===== config.mk =====
export PLATFORM = sky130hd
export DESIGN_NAME = uart_cmd_parser
export DESIGN_NICKNAME = d
export VERILOG_FILES = /design/src/rtl/uart_cmd_parser_pkg.sv /design/src/rtl/uart_cmd_regfile.sv /design/src/rtl/uart_cmd_parser.sv
export SDC_FILE = /design/constraint.sdc
export NUM_CORES = 1
export LEC_CHECK = 0
export BUFFER_PORTS_ARGS = -buffer_cell sky130_fd_sc_hd__buf_4
export CAP_MARGIN = 20
export CORE_ASPECT_RATIO = 0.7
export CORE_MARGIN = 5
export CORE_UTILIZATION = 54
export DETAILED_ROUTE_END_ITERATION = 10
export PLACE_DENSITY = 0.74
export SYNTH_ARGS = -nofsm -noshare
export SYNTH_HDL_FRONTEND = slang
export SYNTH_SLANG_ARGS = --single-unit

===== constraint.sdc =====
create_clock -name clk -period 4.8 [get_ports clk]
set_clock_uncertainty 0.15 [all_clocks]
set_input_delay 0.96 -clock clk [delete_from_list [all_inputs] [get_ports clk]]
set_output_delay 0.96 -clock clk [all_outputs]
set_load 0.02 [all_outputs]

===== src/rtl/uart_cmd_parser_pkg.sv =====
// ---------------------------------------------------------------------------
// uart_cmd_parser_pkg
// Shared constants, FSM state encoding and the frame checksum helper for the
// UART command parser and its register file.
// ---------------------------------------------------------------------------
package uart_cmd_parser_pkg;

  localparam logic [7:0] SYNC   = 8'h55;
  localparam logic [7:0] CMD_WR = 8'h01;
  localparam logic [7:0] CMD_RD = 8'h02;
  localparam logic [7:0] ACK    = 8'h06;
  localparam logic [7:0] NAK    = 8'h15;

  localparam int NUM_REGS = 4;
  localparam int REG_AW   = $clog2(NUM_REGS);

  typedef enum logic [2:0] {
    IDLE     = 3'd0,
    GET_CMD  = 3'd1,
    GET_ADDR = 3'd2,
    GET_DATA = 3'd3,
    GET_CHK  = 3'd4,
    EXEC     = 3'd5,
    TX       = 3'd6,
    TX_WAIT  = 3'd7
  } state_t;

  // Frame checksum: XOR of CMD, ADDR and DATA.
  function automatic logic [7:0] calc_chk(input logic [7:0] cmd,
                                          input logic [7:0] addr,
                                          input logic [7:0] data);
    return cmd ^ addr ^ data;
  endfunction

endpackage


===== src/rtl/uart_cmd_regfile.sv =====
// ---------------------------------------------------------------------------
// uart_cmd_regfile
// NUM_REGS x 8-bit register file: one synchronous write port, one
// combinational read port, asynchronous active-high reset to zero.
// Ports:
//   clk, rst   - clock, async active-high reset
//   we         - write enable (writes wdata to regs[waddr] on rising edge)
//   waddr      - write address
//   wdata      - write data
//   raddr      - read address
//   rdata      - combinational read data regs[raddr]
//   regs_flat  - all registers, reg0 in [7:0] upward
// ---------------------------------------------------------------------------
module uart_cmd_regfile
  import uart_cmd_parser_pkg::*;
(
  input  logic                    clk,
  input  logic                    rst,
  input  logic                    we,
  input  logic [REG_AW-1:0]       waddr,
  input  logic [7:0]              wdata,
  input  logic [REG_AW-1:0]       raddr,
  output logic [7:0]              rdata,
  output logic [NUM_REGS*8-1:0]   regs_flat
);

  logic [NUM_REGS-1:0][7:0] regs_q, regs_d;

  always_comb begin
    regs_d = regs_q;
    if (we) begin
      regs_d[waddr] = wdata;
    end
  end

  always_ff @(posedge clk or posedge rst) begin
    if (rst) begin
      regs_q <= '0;
    end else begin
      regs_q <= regs_d;
    end
  end

  assign rdata     = regs_q[raddr];
  assign regs_flat = regs_q;

endmodule


===== src/rtl/uart_cmd_parser.sv =====
// ---------------------------------------------------------------------------
// uart_cmd_parser
// Parses 5-byte frames (SYNC, CMD, ADDR, DATA, CHK) arriving from a UART
// receiver, executes register writes/reads and sends a one-byte response
// (ACK, read data, or NAK) back through a UART transmitter.
//
// Handshake: rx_valid is a one-cycle strobe qualifying rx_data; there is no
// back-pressure, so bytes arriving while a response is pending are dropped
// and counted. tx_start is a one-cycle request issued only while tx_busy=0;
// tx_data is held from tx_start until the parser returns to IDLE.
//
// Ports:
//   clk, rst  - clock, async active-high reset
//   rx_valid  - received-byte strobe
//   rx_data   - received byte
//   tx_start  - transmit request strobe
//   tx_data   - byte to transmit
//   tx_busy   - transmitter busy
//   regs      - flattened register file, reg0 in [7:0] .. reg3 in [31:24]
//   frame_ok  - strobe on each accepted valid frame
//   err_cnt   - saturating count of rejected frames, timeouts, dropped bytes
// ---------------------------------------------------------------------------
module uart_cmd_parser
  import uart_cmd_parser_pkg::*;
#(
  parameter int TIMEOUT_CYCLES = 240000
) (
  input  logic        clk,
  input  logic        rst,
  input  logic        rx_valid,
  input  logic [7:0]  rx_data,
  output logic        tx_start,
  output logic [7:0]  tx_data,
  input  logic        tx_busy,
  output logic [31:0] regs,
  output logic        frame_ok,
  output logic [7:0]  err_cnt
);

  localparam int               TO_W    = (TIMEOUT_CYCLES > 1) ? $clog2(TIMEOUT_CYCLES) : 1;
  localparam logic [TO_W-1:0]  TO_LAST = TO_W'(TIMEOUT_CYCLES - 1);
  localparam logic [TO_W-1:0]  TO_ONE  = TO_W'(1);

  state_t          state_q, state_d;
  logic [7:0]      cmd_q, cmd_d;
  logic [7:0]      addr_q, addr_d;
  logic [7:0]      data_q, data_d;
  logic [7:0]      chk_q, chk_d;
  logic [7:0]      tx_data_q, tx_data_d;
  logic [7:0]      err_q, err_d;
  logic [TO_W-1:0] to_q, to_d;
  logic            wait_first_q, wait_first_d;

  logic            in_get;
  logic            timeout_hit;
  logic            frame_valid;
  logic            rf_we;
  logic [7:0]      rf_rdata;
  logic [1:0]      err_inc;
  logic [8:0]      err_sum;

  assign in_get      = (state_q == GET_CMD) || (state_q == GET_ADDR) ||
                       (state_q == GET_DATA) || (state_q == GET_CHK);
  // Expiry takes priority over a byte arriving in the same cycle.
  assign timeout_hit = in_get && (to_q == TO_LAST);
  assign frame_valid = (chk_q == calc_chk(cmd_q, addr_q, data_q)) &&
                       ((cmd_q == CMD_WR) || (cmd_q == CMD_RD)) &&
                       (int'(addr_q) < NUM_REGS);

  uart_cmd_regfile u_regfile (
    .clk       (clk),
    .rst       (rst),
    .we        (rf_we),
    .waddr     (addr_q[REG_AW-1:0]),
    .wdata     (data_q),
    .raddr     (addr_q[REG_AW-1:0]),
    .rdata     (rf_rdata),
    .regs_flat (regs)
  );

  always_comb begin
    state_d      = state_q;
    cmd_d        = cmd_q;
    addr_d       = addr_q;
    data_d       = data_q;
    chk_d        = chk_q;
    tx_data_d    = tx_data_q;
    to_d         = '0;
    wait_first_d = 1'b0;
    tx_start     = 1'b0;
    frame_ok     = 1'b0;
    rf_we        = 1'b0;
    err_inc      = 2'd0;

    case (state_q)
      IDLE: begin
        if (rx_valid && (rx_data == SYNC)) begin
          state_d = GET_CMD;
        end
      end
      GET_CMD: begin
        if (timeout_hit) begin
          state_d = IDLE;
          err_inc = 2'd1;
        end else if (rx_valid) begin
          cmd_d   = rx_data;
          state_d = GET_ADDR;
        end else begin
          to_d = to_q + TO_ONE;
        end
      end
      GET_ADDR: begin
        if (timeout_hit) begin
          state_d = IDLE;
          err_inc = 2'd1;
        end else if (rx_valid) begin
          addr_d  = rx_data;
          state_d = GET_DATA;
        end else begin
          to_d = to_q + TO_ONE;
        end
      end
      GET_DATA: begin
        if (timeout_hit) begin
          state_d = IDLE;
          err_inc = 2'd1;
        end else if (rx_valid) begin
          data_d  = rx_data;
          state_d = GET_CHK;
        end else begin
          to_d = to_q + TO_ONE;
        end
      end
      GET_CHK: begin
        if (timeout_hit) begin
          state_d = IDLE;
          err_inc = 2'd1;
        end else if (rx_valid) begin
          chk_d   = rx_data;
          state_d = EXEC;
        end else begin
          to_d = to_q + TO_ONE;
        end
      end
      EXEC: begin
        frame_ok = frame_valid;
        rf_we    = frame_valid && (cmd_q == CMD_WR);
        if (!frame_valid) begin
          tx_data_d = NAK;
          err_inc   = 2'd1;
        end else if (cmd_q == CMD_WR) begin
          tx_data_d = ACK;
        end else begin
          // Read data is sampled before any write could land this cycle.
          tx_data_d = rf_rdata;
        end
        state_d = TX;
      end
      TX: begin
        if (!tx_busy) begin
          tx_start     = 1'b1;
          wait_first_d = 1'b1;
          state_d      = TX_WAIT;
        end
      end
      TX_WAIT: begin
        // The UART may need a cycle to raise tx_busy after tx_start, so the
        // first cycle here does not look at it.
        if (!wait_first_q && !tx_busy) begin
          state_d = IDLE;
        end
      end
      default: begin
        state_d = IDLE;
      end
    endcase

    // No buffering while a response is in flight: incoming bytes are lost.
    if (rx_valid && ((state_q == EXEC) || (state_q == TX) || (state_q == TX_WAIT))) begin
      err_inc = err_inc + 2'd1;
    end

    err_sum = {1'b0, err_q} + {7'b0, err_inc};
    err_d   = err_sum[8] ? 8'hFF : err_sum[7:0];
  end

  always_ff @(posedge clk or posedge rst) begin
    if (rst) begin
      state_q      <= IDLE;
      cmd_q        <= '0;
      addr_q       <= '0;
      data_q       <= '0;
      chk_q        <= '0;
      tx_data_q    <= '0;
      err_q        <= '0;
      to_q         <= '0;
      wait_first_q <= 1'b0;
    end else begin
      state_q      <= state_d;
      cmd_q        <= cmd_d;
      addr_q       <= addr_d;
      data_q       <= data_d;
      chk_q        <= chk_d;
      tx_data_q    <= tx_data_d;
      err_q        <= err_d;
      to_q         <= to_d;
      wait_first_q <= wait_first_d;
    end
  end

  assign tx_data = tx_data_q;
  assign err_cnt = err_q;

endmodule

==> impl_results.rst <==
.. list-table::
   :header-rows: 1

   * - Metric
     - Value
   * - Largest net degree at the start of global routing
     - 82
   * - Peak supply drop
     - 0.3203 mV
   * - Layout net count
     - 485
   * - HPWL Detailed
     - 7492 microns
   * - Number of gates given a new drive strength after cts
     - 0
   * - Post-Route Hold Slack
     - 0.3340 ns
   * - Total clock buffers created by CTS
     - 9
   * - Number of sinks driven by the clock tree
     - 102
   * - Final non-filler cell area
     - a little under 6000 sq um
   * - Starting DRT DRC Count
     - 311
   * - Initial antenna violation count
     - 0
   * - Portion of the post-synthesis area used by sequential elements
     - 52.46%
   * - Maximum clock path buffer count
     - 2
   * - Startpoint of the most critical register-to-register path
     - addr_q[0]
   * - Final worst path period share
     - 79.37%
   * - Number of max-capacitance violations reported
     - 0
   * - Average wire per cell in the routed design
     - 17.59 microns
   * - H-tree depth reported by CTS
     - 3
   * - Setup repair after global routing missed its margin
     - false
   * - Yosys cell types
     - 45
   * - Placed cell areas
     - around 5500 sq um
   * - Startpoint of the worst hold path
     - tx_data[3]
   * - Detailed-route via count
     - 3313
   * - Site Rows
     - 29
   * - Proportion of layout cells with a drive suffix above 1
     - 32.98%
   * - Critical path required time
     - 4.92 ns
   * - Chip width
     - between 100 and 150 microns
   * - Worst setup startpoint
     - addr_q[0]
   * - CTS Hold Buffers Added
     - 0
   * - Top-area cell type share of the netlist area
     - 52.46%
   * - Setup-violating endpoint count in the final report
     - 0
   * - Source-to-sink clock delay at the later pin of the worst-skew pair
     - 0.35 ns
   * - Cell type group with the largest total delay on the critical path
     - simple AND/OR/NAND/NOR gates
   * - Worst-margin pin slew
     - 0.9169 ns
   * - Port bufs
     - 61
   * - Post-synthesis cell count
     - 403
   * - Global-route congestion overflow total
     - 0
   * - Average cell area after synthesis
     - around 12 sq um
   * - Total GRT Usage
     - 20.17%
   * - Number of storage elements in the synthesis netlist
     - slightly above 100
   * - Outcome
     - completed
   * - Start-to-end type of the worst setup path
     - flop to flop
   * - Post-route DRC
     - 0
   * - Data arrival time at the worst-slack endpoint
     - just under 4 ns
   * - CTS clock-pin slew for the worst setup and hold paths
     - about 0.06 ns
   * - Area of the die
     - 11040 sq um
   * - Async set-or-reset flop fraction in the synthesized netlist
     - 100.0%
   * - P per Cell Area
     - between 500 and 600 nW/um^2
   * - Area overhead of the layout relative to synthesis
     - 18.57%
   * - Cell at the root of the clock tree
     - clkbuf_16
   * - Die Height
     - 89.42 microns
   * - Slew margin rel.
     - 38.64%
   * - CP endpoint kind
     - flop
   * - Worst path bufs/invs
     - 1
   * - Minimum clock period after layout
     - 3.810 ns
   * - FILL cells
     - 705
   * - Number of diodes added for antenna fixing
     - 0
   * - Startpoint Class
     - flop
   * - Wire length of the first global-routing pass
     - 16860 microns
   * - Number of top-level design ports
     - 62
   * - ANT nets after route
     - 0
   * - Mapped Nets
     - 420
   * - Final max-slew violation count
     - 0
   * - Final Hold Fails
     - 0
   * - Routability congestion estimate
     - 0.8372
   * - CTS tree
     - yes
   * - Maximum cell stage delay along the critical path
     - 0.80 ns
   * - Leading cell types by total area after synthesis
     - dfrtp_1, mux2_2, xnor2_1
   * - Vias in the first global route
     - 3181
   * - Maximum fanout encountered on the critical timing path
     - 14
   * - Detailed-route vias per instance
     - 5.549
   * - Core outline area
     - 8926 sq um
   * - Postcts setup bufs
     - 0
   * - Leakage component of the power
     - 2.653 nW
   * - CP cell instances
     - xnor2_1 -> xnor2_1 -> nand4_2 -> nor3_1 -> a2111o_1 -> o31ai_1 -> ha_1 -> ha_1 -> inv_1 -> fa_1 -> nor2_1 -> nand3_1 -> nand2b_1
   * - Type of the worst min-delay path
     - flop to flop
   * - Largest area contributor in the synthesized netlist
     - dfrtp_1
   * - Post-synth EDFFs
     - 0
   * - Cell area after synthesis
     - 4866 sq um
   * - Warnings from Yosys
     - 0
   * - F_max
     - 262.5 MHz
   * - Effective utilization at floorplan
     - 54.51%
   * - Most used DFF post-synth
     - dfrtp_1
   * - Highest-delay cell along the critical path
     - dfrtp_1
   * - Total length of routed wires
     - 10500 microns
   * - TNS Setup
     - 0 ns
   * - Detailed Routing Iterations Pass 1
     - 4
[kinds of logic after synthesis]
family,count (synthesis),synth area share (%)
adders and majority gates,5,1.440
buffers and inverters,19,1.569
and+or+nand+nor,131,14.14
AOI/OAI and AO/OA,28,3.523
xor gates and xnor gates,44,7.920
muxes,74,18.95
DFF,102,52.46
[flip-flops by register name, summed over array words and instances (netlist names)]
signal,flops
to_q,18
cmd_q,8
u_regfile.regs_flat,32
data_q,8
chk_q,8
wait_first_q,1
err_cnt,8
state_q,3
tx_data,8
addr_q,8
[cell type report]
type                    count  area [sq um]  share of cell area, %
clock buffers              11         232.7                  4.034
multi-input cells         282          2237                  38.78
inverters                  10         40.04                 0.6940
well taps                 124         155.1                  2.689
flip-flops and latches    102          2552                  44.24
clock inverters             5         58.81                  1.019
repair buffers             63         493.0                  8.545
[per-layer routing]
layer | track usage (%) | vias to the layer above | wire, microns | part of all wire, %
met4 | 5.025 | 0 | 79 | 0.75
met2 | 28.94 | 74 | 4681 | 45
met5 | 0 | - | 0 | 0
li1 | - | 1567 | - | -
met1 | 30.53 | 1661 | 5223 | 50
met3 | 5.440 | 11 | 517 | 4.9
[Yosys cell counts (all sizes together), types with 2 or more instances]
master / count
inv: 10
mux4: 8
nand4: 8
nand3b: 4
xnor2: 26
or4: 2
or3: 3
nand2b: 2
nor4: 3
clkbuf: 5
nand2: 33
o31ai: 2
or4b: 2
buf: 4
dfrtp: 102
nand3: 19
ha: 4
nor4b: 2
a21oi: 8
nor2: 34
o21ai: 9
and3: 2
nor3: 10
and4: 2
a31oi: 3
mux2: 65
xor2: 18
[placed cells by master, fill, tap and decap left out, drive strengths merged, types with 3 or more instances in the layout]
master | netlist | layout
dfrtp | 102 | 102
mux2 | 65 | 65
buf | 4 | 63
nor2 | 34 | 34
nand2 | 33 | 33
xnor2 | 26 | 26
nand3 | 19 | 19
xor2 | 18 | 18
inv | 10 | 11
clkbuf | 5 | 11
nor3 | 10 | 10
o21ai | 9 | 9
mux4 | 8 | 8
a21oi | 8 | 8
nand4 | 8 | 8
ha | 4 | 4
nand3b | 4 | 4
or3 | 3 | 3
a31oi | 3 | 3
nor4 | 3 | 3
[metrics by stage]
| step | instances | total power (W) | util [%] | setup WS (ns) |
|---|---|---|---|---|
| floorplan | 403 | 0.002054 | - | 1.015 |
| global placement | 580 | 0.002290 | 61.06 | 1.241 |
| detailed placement | 580 | 0.002322 | 61.06 | 1.108 |
| CTS | 596 | 0.003045 | 64.33 | 0.9937 |
| global route | 597 | 0.003220 | 64.63 | 0.7432 |
| finish | 597 | 0.003030 | 64.63 | 0.9902 |
[worst register-to-register path, stage by stage (launching register included)]
cell and delay (ns):
dfrtp_1 0.80, xnor2_1 0.19, xnor2_1 0.24, nand4_2 0.23, nor3_1 0.30, a2111o_1 0.18
o31ai_1 0.07, ha_1 0.29, ha_1 0.15, inv_1 0.05, fa_1 0.45, nor2_1 0.23
nand3_1 0.26, nand2b_1 0.14
[path summary, 6_finish.rpt]
path	endpoint	depth (start not counted)	slack (ns)
hold / removal	tx_data[3]	2	0.33
setup reg to reg	err_cnt[0]	13	0.99
max in group asynchronous	chk_q[5]	3	3.58
hold reg to reg	tx_data[3]	2	0.33
min in group asynchronous	state_q[2]	2	0.35
setup / recovery	err_cnt[0]	13	0.99
[power breakdown]
part	total, W	switching, W	internal, W
Clock	0.000713	0.000308	0.000405
Combinational	0.000970	0.000475	0.000495
Sequential	0.00135	0.000291	0.00106
Total	0.00303	0.00107	0.00196
No activity file was read; power rests on OpenSTA's default activity.
